==> config.mk <==
export PLATFORM = sky130hd
export DESIGN_NAME = kronos_if_prefetch
export DESIGN_NICKNAME = d
export VERILOG_FILES = /design/src/rtl/kronos_if_prefetch.sv
export SDC_FILE = /design/constraint.sdc
export NUM_CORES = 1
export LEC_CHECK = 0
export ABC_AREA = 1
export ABC_CLOCK_PERIOD_IN_PS = 2530
export CAP_MARGIN = 25
export CELL_PAD_IN_SITES_DETAIL_PLACEMENT = 0
export CELL_PAD_IN_SITES_GLOBAL_PLACEMENT = 1
export CORE_ASPECT_RATIO = 0.6
export CORE_MARGIN = 10
export CORE_UTILIZATION = 41
export DETAILED_ROUTE_END_ITERATION = 16
export PLACE_DENSITY_LB_ADDON = 0.05
export SLEW_MARGIN = 15
export SYNTH_ARGS = -nofsm -noshare
export SYNTH_HDL_FRONTEND = slang
export SYNTH_SLANG_ARGS = --single-unit
export TNS_END_PERCENT = 20
==> constraint.sdc <==
create_clock -name clk -period 2.53 [get_ports clk]
set_input_delay 0.3795 -clock clk [delete_from_list [all_inputs] [get_ports clk]]
set_output_delay 0.3795 -clock clk [all_outputs]
set_load 0.005 [all_outputs]
==> src/rtl/kronos_if_prefetch.sv <==
// Instruction prefetch stage: keeps up to DEPTH sequential fetches buffered ahead of ID,
// with one outstanding imem request and branch redirect that squashes an in-flight response.
module kronos_if_prefetch #(
    parameter int unsigned DEPTH     = 4,
    parameter logic [31:0] BOOT_ADDR = 32'h0
) (
    input  logic        clk,
    input  logic        rstz,
    output logic [31:0] instr_addr,
    input  logic [31:0] instr_data,
    output logic        instr_req,
    input  logic        instr_ack,
    output logic [31:0] fetch_pc,
    output logic [31:0] fetch_ir,
    output logic        pipe_out_vld,
    input  logic        pipe_out_rdy,
    input  logic [31:0] branch_target,
    input  logic        branch
);

    localparam int unsigned PW = $clog2(DEPTH);
    localparam int unsigned CW = PW + 1;
    localparam logic [CW-1:0] FULL    = CW'(DEPTH);
    localparam logic [PW-1:0] PTR_ONE = PW'(1);

    // Memory side
    logic          req_q,   req_d;
    logic [31:0]   addr_q,  addr_d;
    logic [31:0]   npc_q,   npc_d;
    logic          drop_q,  drop_d;

    // Buffer side
    logic [CW-1:0] count_q,  count_d;
    logic [PW-1:0] wr_ptr_q, wr_ptr_d;
    logic [PW-1:0] rd_ptr_q, rd_ptr_d;
    logic          vld_q,    vld_d;
    logic [31:0]   pc_buf_q [DEPTH];
    logic [31:0]   ir_buf_q [DEPTH];

    logic          resp;
    logic          push;
    logic          pop;
    logic [31:0]   tgt;
    logic [31:0]   npc_eff;
    logic          unused_tgt_lsbs;

    assign unused_tgt_lsbs = ^branch_target[1:0];

    always_comb begin
        resp    = req_q & instr_ack;
        push    = resp & ~drop_q & ~branch;
        pop     = vld_q & pipe_out_rdy;
        tgt     = {branch_target[31:2], 2'b00};
        npc_eff = branch ? tgt : npc_q;

        // A flush wins over any push/pop in the same cycle; a pop still retires the old head.
        if (branch) begin
            count_d  = '0;
            wr_ptr_d = '0;
            rd_ptr_d = '0;
        end else begin
            count_d  = count_q + CW'(push) - CW'(pop);
            wr_ptr_d = push ? wr_ptr_q + PTR_ONE : wr_ptr_q;
            rd_ptr_d = pop  ? rd_ptr_q + PTR_ONE : rd_ptr_q;
        end
        vld_d = (count_d != '0);

        // Only the single outstanding response can ever be squashed, however many branches hit.
        drop_d = (drop_q & ~resp) | (branch & req_q & ~instr_ack);

        if (req_q && !instr_ack) begin
            req_d  = 1'b1;
            addr_d = addr_q;
            npc_d  = npc_eff;
        end else if (count_d < FULL) begin
            req_d  = 1'b1;
            addr_d = npc_eff;
            npc_d  = npc_eff + 32'd4;
        end else begin
            req_d  = 1'b0;
            addr_d = addr_q;
            npc_d  = npc_eff;
        end
    end

    always_ff @(posedge clk or negedge rstz) begin
        if (!rstz) begin
            req_q    <= 1'b0;
            addr_q   <= BOOT_ADDR;
            npc_q    <= BOOT_ADDR;
            drop_q   <= 1'b0;
            count_q  <= '0;
            wr_ptr_q <= '0;
            rd_ptr_q <= '0;
            vld_q    <= 1'b0;
        end else begin
            req_q    <= req_d;
            addr_q   <= addr_d;
            npc_q    <= npc_d;
            drop_q   <= drop_d;
            count_q  <= count_d;
            wr_ptr_q <= wr_ptr_d;
            rd_ptr_q <= rd_ptr_d;
            vld_q    <= vld_d;
        end
    end

    always_ff @(posedge clk or negedge rstz) begin
        if (!rstz) begin
            for (int i = 0; i < int'(DEPTH); i++) begin
                pc_buf_q[i] <= '0;
                ir_buf_q[i] <= '0;
            end
        end else if (push) begin
            pc_buf_q[wr_ptr_q] <= addr_q;
            ir_buf_q[wr_ptr_q] <= instr_data;
        end
    end

    assign instr_req    = req_q;
    assign instr_addr   = addr_q;
    assign pipe_out_vld = vld_q;
    assign fetch_pc     = pc_buf_q[rd_ptr_q];
    assign fetch_ir     = ir_buf_q[rd_ptr_q];

endmodule
==> results of run 1 <==
[worst paths after layout]
path | startpoint | to | cells after the start
max | rd_ptr_q[0]$_DFFE_PN0P_ | fetch_ir[2] | 5
min | rstz | pc_buf_q[112]$_DFFE_PN0P_ | 2
max reg2reg | drop_q$_DFF_PN0_ | npc_q[19]$_DFF_PN0_ | 15
min reg2reg | pc_buf_q[81]$_DFFE_PN0P_ | pc_buf_q[81]$_DFFE_PN0P_ | 1
max in group asynchronous | rstz | ir_buf_q[58]$_DFFE_PN0P_ | 3
min in group clk | branch | wr_ptr_q[0]$_DFFE_PN0P_ | 5
[repair_timing]
action / in CTS / in global routing
pin swaps: 4 / 14
endpoints found under the setup margin: 70 / 96
hold buffers: 1 / 0
setup buffers: 0 / 5
gates resized for setup: 47 / 89
hold endpoints to repair: 51 / 0
cloned: 3 / 6
[logic make-up after synthesis]
logic type | after synthesis | share of synthesized area [%]
and+or+nand+nor | 413 | 11.6
xor gates and xnor gates | 17 | 0.979
adders and majority gates | 8 | 0.708
muxes | 256 | 19.0
DFF | 330 | 54.3
buffers and inverters | 155 | 4.81
AOI/OAI and AO/OA | 243 | 8.60
[where the power goes]
group / total, W / internal [W] / switching (W) / leakage (nW)
Clock: 0.00517 / 0.00309 / 0.00208 / 0.562
Combinational: 0.00690 / 0.00379 / 0.00312 / 4.50
Sequential: 0.00845 / 0.00716 / 0.00129 / 4.24
Total: 0.0205 / 0.0140 / 0.00649 / 9.30
[flip-flops by register name, indices dropped and copies added (netlist names)]
register      cells
wr_ptr_q          2
pipe_out_vld      1
rd_ptr_q          2
ir_buf_q        128
instr_req         1
npc_q            32
pc_buf_q        128
instr_addr       32
drop_q            1
count_q           3
[Yosys cell counts (all sizes together)]
cell      n
nor3      2
xnor2     3
a21oi     2
inv      73
clkbuf   42
o22ai    64
a31oi     3
nand2   190
ha        7
nor4      1
xor2     14
dfrtp   330
buf      40
or2       1
mux2    256
o21bai    3
nor2    198
nand3    15
fa        1
nand4     6
o21ai   171
[per-layer routing]
layer | GRT usage (%) | up-vias
met5 | 0 | -
met4 | 3.67 | 0
met3 | 3.57 | 39
met2 | 28.0 | 189
met1 | 27.5 | 5536
li1 | - | 5216
[layout make-up]
class                      instances  share of cell area (%)
sequential                       330                    42.6
timing repair buffer             239                    14.2
antenna                            1                  0.0129
clock buffer                      52                    5.48
multi-input combinational        937                    32.7
tap                              476                    3.07
inverter                          73                    1.53
clock inverter                     5                   0.387
[layout by cell type, fill, tap and decap left out, types with 7 or more instances in the layout]
cell type,synthesis,final
o21ai_0,166,147
clkdlybuf4s50_1,0,103
nand3_1,12,12
nand2_1,172,168
mux2_2,234,234
o22ai_1,64,53
mux2_1,22,22
dfrtp_1,330,328
o21ai_1,5,22
dlymetal6s2s_1,0,27
dlygate4sd2_1,0,25
inv_1,68,65
buf_12,0,23
xor2_1,14,14
nor2_4,9,13
nor2_1,176,176
nor2_2,13,9
buf_4,24,34
clkbuf_16,0,43
nand2_2,17,19
o22ai_2,0,11
clkbuf_8,0,8
clkbuf_1,42,7
[per-stage QoR]
stage	cell area, µm²	utilization (%)	instances	setup WS (ns)	TNS [ns]
3_3_place_gp	17800	48.7	2040	-0.544	-26.33
2_1_floorplan	15200	-	1422	0.00281	0
4_1_cts	19000	52.2	2101	-0.238	-5.31
3_5_place_dp	17800	48.7	2040	-0.566	-28.25
5_1_grt	19400	53.2	2113	-0.178	-2.72
6_report	19400	53.2	2113	-0.115	-0.327
==> impl_results.md, run 1 <==
- Syn_nets: 1,499
- Worst-path clk slew: 0.06 ns
- Slew @ Worst Pin: 0.702 ns
- Sequential fraction of the synthesis area: 54.3%
- I/O pins: 167
- Pwr Total: 0.0205 W
- Synth unique cells: 35
- Layout cells sized above 1: 26.9%
- Crit path DAT: 2.27 ns
- Failing checks: setup timing
- Routed WL: 43,200 µm
- CTS tree: done
- Die ar.: 45,400 µm²
- Period utilization: 105%
- Final net count: 1,692
- CP Class: reg2out
- Status: complete, but fails checks
- CP Max Fanout: 20
- Unrepaired setup endpoints after global routing: yes
- CTS Buf Count: 34
- Setup violations, final: 5
- Htree depth: 2
- CP delay by family, top: buffers and inverters
- GR Overflow Total: 0
- Critical path's slowest cell: clkdlybuf4s50_1
- Post-layout minimum cycle time: 2.64 ns
- Post-route worst setup slack: -0.115 ns
- All-layer global routing usage: 18.6%
- Worst-skew pair later-pin latency: 0.52 ns
- DRC: 0
- Power Density: 1060 nW/µm²
- Register bit total from synthesis: 330
- Routed Antenna Nets: 0
- Initial Util: 41.7%
- Reg area: 8260 µm²
- Worst hold margin: 0.392 ns
- Met2 WL post-DR: 19,000 µm
- Post-DP HPWL: 26,600 µm
- Input/output buffers: 164
- Final Hold Vio Count: 0
- Vias per cell: 5.20
- Total number of vias: 11,000
- Area Overhead vs Synth: 27.6%
- Clk sinks: 330
- Worst Setup End Kind: primary output
- Largest net degree at the start of global routing: 71
- Yosys top cell area share: 54.3%
- Vias in the first global route: 11,300
- CP Cell Sequence: clkinv_8, buf_12, o21ai_0, o22ai_1, clkdlybuf4s50_1
- Max Cap Viol: 0
- Routability congestion estimate: 0.813
- Multi-input logic area: 6350 µm²
- Final slew viol count: 0
- First-pass GRT wire length: 67,400 µm
- Mapped Avg Cell Area: 10.7 µm²
- Top Metal Used: met4
- HP Class: in2async
- Dominant cells by area after synthesis: dfrtp_1 54%, mux2_2 17%, o21ai_0 5.5%
- FMAX: 378 MHz
- Root Buffer: clkbuf_16
- Drt pass-1 iters: 5
- Fillers: 3,257
- Syn. warnings: 0
- Rows: 54
- P_leak: 9.30 nW
- Worst slew margin: 52.7%
- Metal1 wirelength: 21,400 µm
- Clock Path Buffers: 3
- Crit path required time: 2.15 ns
- Core ar.: 36,500 µm²
- Clock skew: 0.0112 ns
- Die height: 169 µm
- Routed len/inst: 20.4 µm
- Mapped Area: 15,200 µm²
- Post-Synthesis Cells: 1,422
- DR WL met3: 2140 µm
- Initial DRC count: 647
- Largest stage delay, worst path: 0.57 ns
- Initial antenna violation count: 1
- WP buf/inv: 3
- R2R Setup Slk: 0.07 ns
- Peak VDD IR: 593 µV
- Die width: 269 µm
- Area leader, netlist: dfrtp_1
- CP startpoint kind: flip-flop
(Power assumes the default switching activity.)
==> run 2: changes to the inputs <==
- CORE_MARGIN: 10 -> 2
==> run 2 against run 1 <==
Compared with the run above: the run still ends with setup timing left; global-route usage grew 2.8 points; maximum frequency grew 1.1%; sequential cell count is the same; highest routed layer unchanged; final cell count up 0.19%; via count is 0.29% higher; total power is 0.45% higher; sequential power barely moved; design area is essentially flat; clock power increased by 2%.
==> impl_results.md, run 2 (same netlist as run 1, synthesis figures left out) <==
- Status: complete, but fails checks
- Failing checks: setup timing
- All-layer global routing usage: 21.5% (+2.8 points)
- Final Core Density: 53.3% (+0.10 points)
- Largest net degree at the start of global routing: 84 (+18%)
- Clk sinks: 330 (unchanged)
- Clock Power Share: 25.5% (+0.3 points)
- Period utilization: 103% (-1.2 points)
- First-pass GRT wire length: 65,300 µm (-3.1%)
- HP Class: in2async
- Slew @ Worst Pin: 0.602 ns (-0.0996 ns)
- Unrepaired setup endpoints after global routing: yes
- Sw frac: 31.4% (-0.15 points)
- Routability congestion estimate: 0.769 (-5.3%)
- Clock skew: 0.0171 ns (+0.00596 ns)
- Comb power frac: 33.5% (about the same)
- CP Max Fanout: 23 (+15%)
- Worst Setup End Kind: primary output
- Total number of vias: 11,000 (+0.29%)
- DRC: 0 (unchanged)
- Layout cells sized above 1: 27.4% (+0.53 points)
- FMAX: 382 MHz (+1.1%)
- R2R Setup Slk: -0.01 ns (-0.08 ns)
- Int Pwr: 0.0141 W (+0.67%)
- Post-layout minimum cycle time: 2.62 ns (-0.0294 ns)
- Seq pwr share: 41.0% (-0.2 points)
- GR Overflow Total: 0 (unchanged)
- Rows: 54 (unchanged)
- Die ar.: 38,700 µm² (-15%)
- Power Density: 1060 nW/µm² (+0.45%)
- Worst slew margin: 59.4% (+6.7 points)
- Crit path required time: 2.15 ns (about the same)
- P_leak: 9.25 nW (-0.60%)
- Htree depth: 2 (unchanged)
- NetSw: 0.00648 W (about the same)
- Root Buffer: clkbuf_16
- Placed inst area: 17,800 µm² (about the same)
- Die width: 253 µm (-6.0%)
- Ant diodes: 0 (-1)
- Core ar.: 36,400 µm² (-0.19%)
- Final net count: 1,694 (+0.12%)
- Vias in the first global route: 11,100 (-1.9%)
- Final instance area: 19,400 µm² (about the same)
- Initial Util: 41.7% (+0.077 points)
- Most common cell after layout, fill and taps aside: dfrtp_1
- CP Class: reg2out
- Worst R2R End: npc_q[7]$_DFF_PN0_
- Routed Antenna Nets: 0 (unchanged)
- Area Overhead vs Synth: 27.6% (about the same)
- Die height: 153 µm (-9.5%)
- Input/output buffers: 164 (unchanged)
- I/O pins: 167 (unchanged)
- Vias per cell: 5.20 (+0.10%)
- CTS Buf Count: 35 (+2.9%)
- Clock Path Buffers: 3 (unchanged)
- Crit path DAT: 2.24 ns (-0.03 ns)
- Setup violations, final: 14 (+9)
- Routed WL: 41,500 µm (-3.9%)
- Max Cap Viol: 0 (unchanged)
- Worst-skew pair later-pin latency: 0.52 ns (about the same)
- Worst-path clk slew: 0.06 ns (about the same)
- Routed len/inst: 19.6 µm (-4.1%)
- Reg2Reg Depth: 14 (-1)
- Worst r2r src: drop_q$_DFF_PN0_
- Final slew viol count: 0 (unchanged)
- Initial antenna violation count: 0 (-1)
- Most frequent cells in the layout: 328 x dfrtp_1, 234 x mux2_2, 173 x nor2_1
- Setup TNS: -0.635 ns (-0.308 ns)
- CP startpoint kind: flip-flop
- Post-DP HPWL: 25,800 µm (-3.3%)
- Final Hold Vio Count: 0 (unchanged)
- Biggest regs: ir_buf_q x128, pc_buf_q x128
- Peak VDD IR: 540 µV (-9.0%)
- Post-route worst setup slack: -0.0856 ns (+0.0294 ns)
- Drt pass-1 iters: 5 (unchanged)
- CTS tree: done
- Initial DRC count: 528 (-18%)
-- run 2: cell count changes in the layout (fill, tap and decap cells not counted), sizes merged, moves of 2 or more --
| cell | previous run | this run |
|---|---|---|
| buf | 68 | 73 |
| clkinvlp | 0 | 2 |
| clkbuf | 63 | 61 |
| clkdlybuf4s50 | 103 | 109 |
| dlygate4sd2 | 25 | 22 |
| dlymetal6s2s | 27 | 25 |
-- run 2: routing by layer --
layer	wire (µm)	vias to the layer above	GRT usage [%]	part of all wire (%)
li1	-	5211	-	-
met4	937	0	5.72	2.3
met2	17700	220	31.3	43
met1	20900	5518	32.5	50
met3	1950	63	4.12	4.7
met5	0	-	0	0
-- run 2: final cells by class --
class | count | area [µm²]
Fill cell | 3294 | 17000
Sequential cell | 330 | 8260
Multi-Input combinational cell | 937 | 6390
Timing Repair Buffer | 240 | 2700
Clock buffer | 53 | 1070
Tap cell | 476 | 596
Inverter | 73 | 295
Clock inverter | 8 | 92.6
-- run 2: critical path: stages (launching register included) --
cell and delay, ns:
dfrtp_4 0.58, inv_12 0.14, buf_12 0.17, nor2_1 0.05, o22ai_1 0.22, clkdlybuf4s50_1 0.54
-- run 2: through the flow --
| step | std cells | total power (W) | hold WS (ns) | worst slack [ns] |
|---|---|---|---|---|
| after global routing | 2117 | 0.0220 | 0.344 | -0.182 |
| after global placement | 2039 | 0.0151 | 0.290 | -0.703 |
| after CTS | 2105 | 0.0206 | 0.330 | -0.175 |
| after detailed placement | 2039 | 0.0152 | 0.293 | -0.784 |
| after floorplan | 1422 | 0.0117 | 0.0839 | 0.00281 |
| final | 2117 | 0.0206 | 0.332 | -0.0856 |
-- run 2: power by group through the flow --
stage                     Sequential, W  Clock, W  Combinational, W
after CTS                       0.00843   0.00539           0.00675
after global placement          0.00845         0           0.00665
after floorplan                 0.00806         0           0.00361
after global routing            0.00872   0.00562           0.00761
after detailed placement        0.00850         0           0.00674
final                           0.00845   0.00525           0.00691
-- run 2: timing repair --
action,4_1_cts,5_1_grt
buffers inserted,2,8
hold endpoints to repair,31,0
pin swaps,9,16
hold buffers,1,0
resized for setup,51,66
gates cloned,2,4
endpoints found under the setup margin,112,84
-- run 2: worst max-delay path by stage --
stage / from / end / cells after the start
4_1_cts: rd_ptr_q[0]$_DFFE_PN0P_ / fetch_pc[9] / 4
5_1_grt: rd_ptr_q[0]$_DFFE_PN0P_ / fetch_ir[31] / 5
3_5_place_dp: instr_ack / npc_q[5]$_DFF_PN0_ / 16
3_3_place_gp: instr_ack / npc_q[5]$_DFF_PN0_ / 16
6_report: rd_ptr_q[0]$_DFFE_PN0P_ / fetch_pc[11] / 5
2_1_floorplan: branch / npc_q[28]$_DFF_PN0_ / 17
==> RTL edit 1 (config.mk and constraints of run 2) <==
Change the parameter `DEPTH` from 4 to 8.
--- a/src/rtl/kronos_if_prefetch.sv
+++ b/src/rtl/kronos_if_prefetch.sv
@@ -2,5 +2,5 @@
 // with one outstanding imem request and branch redirect that squashes an in-flight response.
 module kronos_if_prefetch #(
-    parameter int unsigned DEPTH     = 4,
+    parameter int unsigned DEPTH     = 8,
     parameter logic [31:0] BOOT_ADDR = 32'h0
 ) (
Formal check against the unedited RTL: same outputs for any inputs over 4 cycles, from zero or initial values and one cycle with rstz low; that may be too few to reach the edited logic, so the function may still have changed.
==> RTL edit 1 against run 2 <==
The flow finishes with violations (design-rule violations, negative setup slack). Synthesized area is 72% higher. Critical path depth is 6 higher. Clock skew is 7.1 ps higher. Design area is 74% higher. Wire length is 100% higher. Worst setup slack worse by 290 ps. Non-clock buffer count is 235 higher. Sequential share of layout area is 1.1 points higher. Sequential cell count is 259 higher. Total power is 57% higher.
==> RTL edit 1: results (changes against run 2) <==
initial antenna violation count - 1 (was 0)
Placer Congestion - 0.8464 (was 0.7694)
Critical Path Fanout Max - 7 (was 23)
Root Buffer - clkbuf_16 (unchanged)
Hold Crit Class - in -> async (unchanged)
Worst-Skew Late Latency - 640 ps (was 520 ps)
Seq/Total Area, Yosys - 56.29% (was 54.32%)
htree depth - 2 (unchanged)
share of layout cells above drive strength 1 - 15.48% (was 27.42%)
met3 Track Usage GR - 3.775% (was 4.121%)
top post-synthesis cells by area - dfrtp_1 (56%), o21ai_0 (15%), nand2_1 (10%) (was dfrtp_1 (54%), mux2_2 (17%), o21ai_0 (5.5%))
# DRC - 4 (was 0)
CTS tree - done (unchanged)
Finish-stage setup viols - 64 (was 14)
1st-iter DRT viols - 2,028 (was 528)
antenna cell count - 0 (unchanged)
R2R depth - 16 (was 14)
Post-Syn Nets - 3,244 (was 1,499)
Worst Path Arrival - 2530 ps (was 2240 ps)
final worst-path setup slack - -375.0 ps (was -85.57 ps)
clock slew at reported path FFs - 60 ps (about the same)
worst slack, placed - -332.0 ps (was -784.0 ps)
vias per inst - 5.313 (was 5.202)
Final ANT Viol Nets - 0 (unchanged)
final net count - 3,551 (was 1,694)
Yosys cell types - 29 (was 35)
Worst-Margin Slew - 689.0 ps (was 602.2 ps)
met1 usage - 36.86% (was 32.53%)
worst vdd ir - 0.4712 mV (was 0.5395 mV)
hpwl dp - 46,970 um (was 25,760 um)
met2 Track Usage GR - 38.49% (was 31.33%)
Top Registers - ir_buf_q (256), pc_buf_q (256) (was ir_buf_q (128), pc_buf_q (128))
clock skew - 24.27 ps (was 17.15 ps)
Num CTS Buffers - 58 (was 35)
Post-synth top cells - o21ai_0 (810), nand2_1 (712), dfrtp_1 (589) (was dfrtp_1 (330), mux2_2 (234), nor2_1 (176))
Async S/R FF share, synth - 100.0% (unchanged)
Leak - 15.70 nW (was 9.247 nW)
DRT Pass-1 Iters - 12 (was 5)
Routed Wire Length - 83,830 um (was 41,520 um)
Fill cells - 5,786 (was 3,294)
GRT Util Overall - 24.89% (was 21.47%)
clk buf depth - 3 (unchanged)
failing checks - design-rule violations, negative setup slack (was negative setup slack)
largest net degree at the start of global routing - 129 (was 84)
buffers added on ports - 164 (unchanged)
outcome - finished, violations left (unchanged)
first-pass GRT wire length - 128,700 um (was 65,320 um)
Synth Warn # - 0 (unchanged)
number of global-route vias before repair - 22,400 (was 11,110)
==> RTL edit 1: changes by cell type in the layout (fill, tap and decap cells not counted), sizes merged, moves of 256 or more <==
| cell | delta |
|---|---|
| dfrtp | +259 |
| nor2 | +302 |
| nand2 | +524 |
| mux2 | -256 |
| buf | +282 |
| o21ai | +639 |
==> RTL edit 1: final cells by class <==
cell class / instances / area [um2] / area share, %
clock inverter: 18 / 197.7 / 0.5860
clock buffer: 88 / 1705 / 5.055
inverter: 121 / 481.7 / 1.428
sequential: 589 / 14750 / 43.71
tap: 839 / 1050 / 3.112
multi-input combinational: 2229 / 10300 / 30.54
timing repair buffer: 475 / 5250 / 15.56
==> RTL edit 1: what timing repair did <==
| action | in CTS | in global routing |
|---|---|---|
| hold endpoints to repair | 30 | 0 |
| pin swaps | 40 | 70 |
| hold buffers | 1 | 0 |
| setup endpoints to repair | 64 | 95 |
| cloned | 8 | 18 |
| buffers inserted | 27 | 67 |
| gates resized for setup | 286 | 192 |
==> RTL edit 1: final timing paths <==
path / to / slack, ps / startpoint
worst min-delay path: npc_q[27] / 300 / rstz
min in group clk: npc_q[21] / 430 / branch_target[21]
max in group asynchronous: ir_buf_q[220] / 1290 / rstz
worst max-delay path: fetch_ir[23] / -380 / rd_ptr_q[0]
worst max register to register: npc_q[19] / 210 / drop_q
worst min register to register: ir_buf_q[94] / 480 / ir_buf_q[94]
==> RTL edit 1: power by group <==
group          leakage [nW]  internal (mW)  switching (mW)
combinational          6.83           5.07            5.97
clock                 0.946           5.04            3.80
sequential             7.92           11.3            1.21
==> RTL edit 1: per-layer routing <==
metal,up-vias,wire length (um)
met5,-,0
met4,0,1350
met3,95,4971
met2,691,36620
met1,11300,40880
li1,11080,-
==> RTL edit 1: metrics by stage <==
step / TNS [ps] / power, mW / cells / instance area (um2)
6_report: -15220 / 32.35 / 4359 / 33730
5_1_grt: -22040 / 34.46 / 4359 / 33730
4_1_cts: -17240 / 31.66 / 4284 / 32550
3_5_place_dp: -15270 / 22.44 / 4145 / 30050
3_3_place_gp: -14650 / 22.30 / 4145 / 30050
2_1_floorplan: 0 / 17.12 / 3167 / 26190
==> RTL edit 1: worst max-delay path, stage by stage (launching register included) <==
cell,delay (ps)
dfrtp_4,560
buf_6,150
clkbuf_16,150
buf_6,100
buf_12,120
buf_8,120
buf_6,100
nor2_4,20
nor2_1,80
o21ai_1,70
a31oi_1,250
buf_2,170
==> RTL edit 1: cells by family after synthesis <==
family                   count (synthesis)  synth area share, %
AO/OA/AOI/OAI                          945                18.68
XOR/XNOR                                16               0.5352
adder cells (fa/ha/maj)                  8               0.4109
buffers and inverters                  349                5.490
flip-flops                             589                56.29
AND/OR/NAND/NOR                       1260                18.59
==> RTL edit 2 (config.mk and constraints of run 2) <==
Made on the original files. Add an input register stage for `branch_target`, cleared by the reset; this delays it by one clock. The other inputs are not delayed to match.
--- a/src/rtl/kronos_if_prefetch.sv
+++ b/src/rtl/kronos_if_prefetch.sv
@@ -24,4 +24,14 @@
     localparam logic [PW-1:0] PTR_ONE = PW'(1);
 
+    logic [31:0] branch_target_q;
+
+    always_ff @(posedge clk or negedge rstz) begin
+        if (!rstz) begin
+            branch_target_q <= '0;
+        end else begin
+            branch_target_q <= branch_target;
+        end
+    end
+
     // Memory side
     logic          req_q,   req_d;
@@ -45,5 +55,5 @@
     logic          unused_tgt_lsbs;
 
-    assign unused_tgt_lsbs = ^branch_target[1:0];
+    assign unused_tgt_lsbs = ^branch_target_q[1:0];
 
     always_comb begin
@@ -51,5 +61,5 @@
         push    = resp & ~drop_q & ~branch;
         pop     = vld_q & pipe_out_rdy;
-        tgt     = {branch_target[31:2], 2'b00};
+        tgt     = {branch_target_q[31:2], 2'b00};
         npc_eff = branch ? tgt : npc_q;
 
Check against the original RTL: not equivalent (Yosys sat finds a counterexample within 4 cycles, from zero or initial values and one cycle with rstz low).
==> RTL edit 2 against run 2 <==
The flow still finishes with violations (negative setup slack). Wire length increased by 4.4%. Synthesized area increased by 5.0%. Global-route usage about the same. Combinational power decreased by 4.5%. Total power increased by 0.34%. Final cell count increased by 4.8%. Non-clock buffer count increased by 18. Worst setup slack got worse by 78 ps. First-iteration DRC count increased by 45%. Sequential cell count increased by 30. Sequential power increased by 5.3%. Design area increased by 3.8%. Critical endpoint is now fetch_pc[10]. Largest cell class unchanged.
==> RTL edit 2: results (changes against run 2) <==
Vias - 11,430 (was 11,010)
clk buf depth - 3 (unchanged)
1st-iter DRT viols - 765 (was 528)
Slew headroom - 54.61% (was 59.43%)
top post-synthesis cells by area - dfrtp_1 (56%), mux2_2 (17%), o21ai_0 (5.1%) (was dfrtp_1 (54%), mux2_2 (17%), o21ai_0 (5.5%))
Worst Path Arrival - 2310 ps (was 2240 ps)
Seq/Total Area, Yosys - 56.46% (was 54.32%)
Yosys cell types - 32 (was 35)
Slowest cell on crit path - clkdlybuf4s50_1 (was dfrtp_4)
outcome - finished, violations left (unchanged)
buffers added on ports - 164 (unchanged)
share of layout cells above drive strength 1 - 25.73% (was 27.42%)
Post-Syn Nets - 1,547 (was 1,499)
GRT Util Overall - 21.43% (was 21.47%)
hpwl dp - 28,700 um (was 25,760 um)
worst vdd ir - 0.4764 mV (was 0.5395 mV)
first-pass GRT wire length - 67,210 um (was 65,320 um)
Hold Crit Class - in -> reg (was in -> async)
Leak - 9.574 nW (was 9.247 nW)
final worst-path setup slack - -163.3 ps (was -85.57 ps)
Critical Path Fanout Max - 19 (was 23)
Finish-stage setup viols - 11 (was 14)
R2R depth - 15 (was 14)
worst slack, placed - -577.3 ps (was -784.0 ps)
#FFs+latches synth - 360 (was 330)
Fill cells - 3,369 (was 3,294)
Post-synth top cells - dfrtp_1 (360), mux2_2 (237), nand2_1 (196) (was dfrtp_1 (330), mux2_2 (234), nor2_1 (176))
drt wl/cell - 19.54 um (was 19.61 um)
clock skew - 7.525 ps (was 17.15 ps)
failing checks - negative setup slack (unchanged)
final net count - 1,761 (was 1,694)
largest net degree at the start of global routing - 72 (was 84)
Num CTS Buffers - 36 (was 35)
Placer Congestion - 0.8732 (was 0.7694)
[RTL edit 2: changes by cell type after synthesis, sizes merged, moves of 2 or more]
cell | before | now
dfrtp | 330 | 360
nor2 | 198 | 182
nand2 | 190 | 204
nand4 | 6 | 19
nand3 | 15 | 25
xnor2 | 3 | 0
xor2 | 14 | 11
a21oi | 2 | 4
a31oi | 3 | 1
clkinv | 0 | 2
inv | 73 | 71
nor3 | 2 | 4
o21ai | 171 | 173
o21bai | 3 | 1
[RTL edit 2: worst register-to-register path: cells and delay by family, from the launching register on]
kind,cells,cell delay (ps)
fa+ha+maj,3,760
buf+inv,3,230
flops,1,410
simple gates,9,980
[RTL edit 2: cell families (layout without fill, tap and decap cells)]
family,Yosys count,count (layout),share of synthesized area (%)
buffers and inverters,155,391,4.524
AO/OA/AOI/OAI,243,243,8.147
flip-flops,360,360,56.46
AND/OR/NAND/NOR,437,437,11.53
XOR/XNOR,11,11,0.6038
adder cells (fa/ha/maj),8,8,0.6743
multiplexers,256,256,18.07
[RTL edit 2: final cells by class]
class | instances | share of cell area (%)
clock buffer | 59 | 5.554
inverter | 73 | 1.435
sequential | 360 | 44.76
tap | 513 | 3.187
clock inverter | 1 | 0.02485
timing repair buffer | 258 | 13.45
multi-input combinational | 955 | 31.59
[RTL edit 2: timing repair]
item	CTS	global route
buffers inserted	0	6
gates cloned	1	4
hold buffers	1	0
endpoints found under the setup margin	76	66
gates resized for setup	59	53
pin swaps	4	11
hold endpoints to repair	60	0
[RTL edit 2: report_power, final]
group	switching [mW]	internal (mW)	total [mW]
Clock	2.19	3.00	5.19
Sequential	1.25	7.65	8.90
Combinational	2.98	3.62	6.60
[RTL edit 2: worst paths after layout]
kind	start	slack (ps)	to
setup / recovery	rd_ptr_q[0]	-160	fetch_pc[10]
hold / removal	branch_target[10]	290	branch_target_q[10]
setup reg to reg	drop_q	110	npc_q[10]
hold reg to reg	pc_buf_q[82]	480	pc_buf_q[82]
max in group asynchronous	rstz	1250	rd_ptr_q[1]
min in group asynchronous	rstz	430	pc_buf_q[107]
[RTL edit 2: per-stage QoR]
stage                     TNS, ps  hold WS, ps  cells  instance area, um2
after floorplan                 0        83.91   1470               16000
after global placement     -24250        415.2   2147               18710
after detailed placement   -28100        416.3   2147               18710
after CTS                   -3621        267.6   2209               19900
after global routing        -2346        267.2   2219               20140
final                      -751.4        293.5   2219               20140
[RTL edit 2: per-layer routing]
layer	vias up	share of wire [%]	track usage, %
li1	5465	-	-
met1	5689	52	33.30
met2	234	42	30.88
met3	43	5.0	4.146
met4	0	1.3	4.156
met5	-	0	0
